==> src/rtl/halfband_mac_sched.sv <==
// Time-multiplexed 15-tap symmetric halfband FIR: one shared 18x18 multiplier walks the
// four symmetric pre-added pairs plus the centre tap for every accepted input sample.
module halfband_mac_sched #(
    parameter int WIDTH     = 18,
    parameter int LENGTH    = 15,
    parameter int NNZ       = 5,
    parameter int ACCW      = 40,
    parameter int OUT_SHIFT = 16
) (
    input  logic                    sys_clk,
    input  logic                    reset,
    input  logic                    sam_clk_en,
    input  logic signed [WIDTH-1:0] x_in,
    output logic signed [WIDTH-1:0] y,
    output logic                    y_valid,
    output logic                    busy,
    output logic                    overrun
);

    localparam int KW     = $clog2(NNZ);
    localparam int PW     = 2 * WIDTH;
    localparam int CENTRE = (LENGTH - 1) / 2;
    localparam int YMAX_I = (1 << (WIDTH - 1)) - 1;
    localparam int YMIN_I = -(1 << (WIDTH - 1));
    localparam logic signed [ACCW-1:0] Y_MAX = ACCW'(YMAX_I);
    localparam logic signed [ACCW-1:0] Y_MIN = ACCW'(YMIN_I);
    localparam logic [KW-1:0] K_LAST = KW'(NNZ - 1);

    typedef enum logic [1:0] {
        IDLE = 2'd0,
        MAC  = 2'd1,
        OUT  = 2'd2
    } state_t;

    state_t                  state_reg;
    logic [KW-1:0]           k_reg;
    logic signed [ACCW-1:0]  acc_reg;
    logic                    pend_reg;
    logic signed [WIDTH-1:0] pend_sample_reg;
    logic signed [WIDTH-1:0] x_line_reg [LENGTH];
    logic signed [WIDTH-1:0] y_reg;
    logic                    y_valid_reg;
    logic                    busy_reg;
    logic                    overrun_reg;

    logic signed [WIDTH-1:0] x_halved;
    logic signed [WIDTH-1:0] line_in;
    logic                    start;
    logic signed [WIDTH-1:0] pair_arr [NNZ];
    logic signed [WIDTH-1:0] pair_sel;
    logic signed [WIDTH-1:0] coeff;
    logic signed [PW-1:0]    prod;
    logic signed [ACCW-1:0]  acc_shr;
    logic signed [WIDTH-1:0] y_sat;

    // Input is halved on entry so the 18-bit pair pre-add can never overflow.
    assign x_halved = x_in >>> 1;

    // A new sample starts from IDLE or straight out of OUT; a pending sample always wins.
    assign start   = ((state_reg == IDLE) || (state_reg == OUT)) && (sam_clk_en || pend_reg);
    assign line_in = pend_reg ? pend_sample_reg : x_halved;

    always_ff @(posedge sys_clk) begin
        if (reset) begin
            x_line_reg[0] <= '0;
        end else if (start) begin
            x_line_reg[0] <= line_in;
        end
    end

    generate
        for (genvar gi = 1; gi < LENGTH; gi++) begin : g_line
            always_ff @(posedge sys_clk) begin
                if (reset) begin
                    x_line_reg[gi] <= '0;
                end else if (start) begin
                    x_line_reg[gi] <= x_line_reg[gi-1];
                end
            end
        end

        // Only even taps and the centre carry non-zero coefficients.
        for (genvar gi = 0; gi < NNZ - 1; gi++) begin : g_pair
            assign pair_arr[gi] = x_line_reg[2*gi] + x_line_reg[LENGTH-1-2*gi];
        end
    endgenerate

    assign pair_arr[NNZ-1] = x_line_reg[CENTRE];
    assign pair_sel        = pair_arr[k_reg];

    always_comb begin
        coeff = '0;
        case (k_reg)
            KW'(0):  coeff = WIDTH'(-174);
            KW'(1):  coeff = WIDTH'(1637);
            KW'(2):  coeff = WIDTH'(-7962);
            KW'(3):  coeff = WIDTH'(39267);
            KW'(4):  coeff = WIDTH'(65536);
            default: coeff = '0;
        endcase
    end

    assign prod    = coeff * pair_sel;
    assign acc_shr = acc_reg >>> OUT_SHIFT;

    always_comb begin
        y_sat = acc_shr[WIDTH-1:0];
        if (acc_shr > Y_MAX) begin
            y_sat = WIDTH'(YMAX_I);
        end else if (acc_shr < Y_MIN) begin
            y_sat = WIDTH'(YMIN_I);
        end
    end

    always_ff @(posedge sys_clk) begin
        if (reset) begin
            state_reg       <= IDLE;
            k_reg           <= '0;
            acc_reg         <= '0;
            pend_reg        <= 1'b0;
            pend_sample_reg <= '0;
            y_reg           <= '0;
            y_valid_reg     <= 1'b0;
            busy_reg        <= 1'b0;
            overrun_reg     <= 1'b0;
        end else begin
            y_valid_reg <= 1'b0;
            case (state_reg)
                IDLE: begin
                    if (start) begin
                        acc_reg   <= '0;
                        k_reg     <= '0;
                        state_reg <= MAC;
                        busy_reg  <= 1'b1;
                        pend_reg  <= 1'b0;
                    end
                end
                MAC: begin
                    acc_reg <= acc_reg + ACCW'(prod);
                    if (k_reg == K_LAST) begin
                        state_reg <= OUT;
                    end else begin
                        k_reg <= k_reg + KW'(1);
                    end
                    // One-deep pending slot; a second strobe overwrites it and flags the loss.
                    if (sam_clk_en) begin
                        pend_sample_reg <= x_halved;
                        pend_reg        <= 1'b1;
                        if (pend_reg) begin
                            overrun_reg <= 1'b1;
                        end
                    end
                end
                OUT: begin
                    y_reg       <= y_sat;
                    y_valid_reg <= 1'b1;
                    if (start) begin
                        acc_reg   <= '0;
                        k_reg     <= '0;
                        state_reg <= MAC;
                        busy_reg  <= 1'b1;
                        // Pending sample is consumed; a coincident strobe takes its place.
                        pend_reg  <= pend_reg && sam_clk_en;
                        if (pend_reg && sam_clk_en) begin
                            pend_sample_reg <= x_halved;
                        end
                    end else begin
                        state_reg <= IDLE;
                        busy_reg  <= 1'b0;
                    end
                end
                default: begin
                    state_reg <= IDLE;
                    busy_reg  <= 1'b0;
                end
            endcase
        end
    end

    assign y       = y_reg;
    assign y_valid = y_valid_reg;
    assign busy    = busy_reg;
    assign overrun = overrun_reg;

endmodule
==> config.mk <==
export PLATFORM = sky130hd
export DESIGN_NAME = halfband_mac_sched
export DESIGN_NICKNAME = d
export VERILOG_FILES = /design/src/rtl/halfband_mac_sched.sv
export SDC_FILE = /design/constraint.sdc
export NUM_CORES = 1
export LEC_CHECK = 0
export ABC_CLOCK_PERIOD_IN_PS = 9800
export BUFFER_PORTS_ARGS = -buffer_cell sky130_fd_sc_hd__buf_2
export CORE_MARGIN = 3
export CORE_UTILIZATION = 45
export CTS_CLUSTER_DIAMETER = 40
export DETAILED_ROUTE_END_ITERATION = 16
export HOLD_SLACK_MARGIN = 0.06
export PLACE_DENSITY = 0.7
export SLEW_MARGIN = 30
export SYNTH_ARGS = -nofsm -noshare
export SYNTH_HDL_FRONTEND = slang
export SYNTH_SLANG_ARGS = --single-unit
==> constraint.sdc <==
create_clock -name sys_clk -period 9.8 [get_ports sys_clk]
set_input_delay 0.98 -clock sys_clk [delete_from_list [all_inputs] [get_ports sys_clk]]
set_output_delay 0.98 -clock sys_clk [all_outputs]
set_load 0.03 [all_outputs]
==> flow_summary.toml <==
[status]
status = "finished, final reports clean"

[synthesis]
synth_area_leader_cell = "edfxtp_1"
synth_edf_count = 255
synth-async-reset-ratio_pct = 0
synth_area_leaders = "edfxtp_1 26%, fa_1 25%, ha_1 9.2%"
synth-seq-cells = 339
syn-num-nets = 3429
ys_types = 76
synth.avg_cell_area_um2 = 10.5
ys_seq_area_share_pct = 31.5
synth_top_area_share_pct = 25.8
synth.cell_area_um2 = 29700
ys.flop_type = "edfxtp_1"
yosysWarnings = 0
syn-instance-count = 2821

[timing]
relSlewSlack_pct = 36.1
tightest_slew_ns = 0.955
finalClockSkew_ns = 0.0413
finalSetupViolCount = 0
grt_setup_unrepaired = "no"
fin_crit_ns = 9.36
final_hold_viol_count = 0
finalMaxSlewViolations = 0
setup_tns_ns = 0
max_freq_ghz = 0.107
fin_crit_sh_pct = 95.5
fin_ws_ns = 0.440

[run]
maxCapViolations = 0

[clock_network]
clk_latency_ns = 0.65
cts_tree = "done"
cts_buffers = 60
cts_root_buf = "clkbuf_16"
cts.clk_slew.worst_paths_ns = 0.06
clockBufferDepth = 3
clock_sinks = 339
htree_num_levels = 2
cts_setup_buffers = 0

[drt]
wl_met2_um = 36300
vias_per_cell = 5.47
met3_length_um = 5590
m1WireLength_um = 35000
routed.top_layer = "met5"
first_pass_iters = 5
wl_um = 80000
wl_per_cell_um = 21.0
drc = 0
ant_nets = 0
vias = 20821
drt-initial-drc-count = 1561

[floorplan]
die_h_um = 263
die_w_um = 263
dieArea_um2 = 69100
rows = 93
io_pins = 42
core_um2 = 64800
start_util_pct = 45.8

[global_routing]
grt_pass1_vias = 22071
grt_pass1_wl_um = 127000
antenna_found_initial = 2
grtUsageTotal_pct = 23.6
grt_max_degree = 100
grt_overflow_total = 0

[layout]
antennaDiodeCount = 0
area_growth_pct = 12.5
final_cells = 3804
layout-drive-gt1-share_pct = 9.12
layout_commonest_cell = "inv_1"
final_cell_mix = "476 x inv_1, 370 x fa_1, 255 x edfxtp_1"
finalNetCount = 3508
largest_register_ffs = 255

[worst_setup_path]
slowest_delay_ns = 0.53
start_kind = "flip-flop"
worstPathRequired_ns = 10.30
cp.arrival_ns = 9.86
worstSetupPathType = "reg2reg"
end_kind = "flip-flop"
critPathMaxFanout = 12
critPathSlowestCell = "fa_1"
cpMostUsedCell = "fa_1"

[place]
place_congestion = 0.984
io_buffers = 40
dpl.cell_count = 3692
hpwlAfterDp_um = 64100
dp_worst_setup_slack_ns = 0.296

[hold_path]
worstHoldPathType = "reg2reg"
==> synth_stat cells, types with 8 or more instances <==
cell	instances
xnor2_1	53
a31oi_1	11
buf_1	8
a21o_1	44
nor2_1	227
xor2_1	26
inv_1	476
or3_1	13
dfxtp_1	84
nor2b_1	11
o211ai_1	19
o21ai_0	82
a211oi_1	19
nand2b_1	46
o21bai_1	10
fa_1	370
o21a_1	16
ha_1	217
nand2_1	78
and3_1	13
or2_2	26
a22o_1	19
and2_1	250
a22oi_1	19
mux2i_1	46
clkbuf_1	82
a21oi_1	126
o21ai_1	8
nand3_1	18
nor3_1	36
edfxtp_1	255
nand4_1	11
==> per-stage QoR <==
| stage | util (%) | hold slack (ns) | cell area [µm²] |
|---|---|---|---|
| global route | 51.5 | 0.490 | 33400 |
| CTS | 51.4 | 0.464 | 33300 |
| global placement | 48.1 | 0.451 | 31100 |
| finish | 51.5 | 0.462 | 33400 |
| detailed placement | 48.1 | 0.457 | 31200 |
| floorplan | - | 0.457 | 29700 |
==> critical path: cells and delay by family, from the launching register on <==
family / cells / cell delay (ns)
AND/OR/NAND/NOR: 5 / 0.91
AO/OA/AOI/OAI: 12 / 2.92
buffers and inverters: 5 / 0.57
flip-flops: 1 / 0.36
XOR/XNOR: 1 / 0.20
adder cells (fa/ha/maj): 10 / 4.24
==> path summary, 6_finish.rpt <==
path | end | slack [ns] | cells past startpoint | from
max | acc_reg[39] | 0.44 | 33 | x_line_reg[1][36]
min | y[14] | 0.46 | 2 | y[14]
max reg2reg | acc_reg[39] | 0.44 | 33 | x_line_reg[1][36]
min reg2reg | y[14] | 0.46 | 2 | y[14]
==> routing by layer <==
layer  vias up  global-route usage (%)
met2       709                    37.3
li1       9457                       -
met4         2                    8.24
met1     10479                    33.1
met3       174                    3.90
met5         -                       0
==> what timing repair did <==
item | CTS | global route
resized for setup | 0 | 13
hold buffers | 0 | 0
endpoints found under the setup margin | 0 | 14
==> kinds of logic after synthesis <==
| group | synth area share (%) |
|---|---|
| AOI/OAI and AO/OA | 9.72 |
| buffers and inverters | 7.21 |
| adders and majority gates | 34.1 |
| DFF | 31.5 |
| and+or+nand+nor | 13.2 |
| xor gates and xnor gates | 2.33 |
| muxes | 1.97 |
==> layout make-up <==
class / count / area (µm²)
Clock inverter: 45 / 616
Fill cell: 5733 / 31400
Clock buffer: 66 / 1520
Inverter: 477 / 1790
Tap cell: 855 / 1070
Multi-Input combinational cell: 1913 / 18300
Timing Repair Buffer: 109 / 762
Sequential cell: 339 / 9340
Power is left out: the tool's default activity adds up to more than one toggle a clock period on the data nets, which glitch-free logic cannot reach.
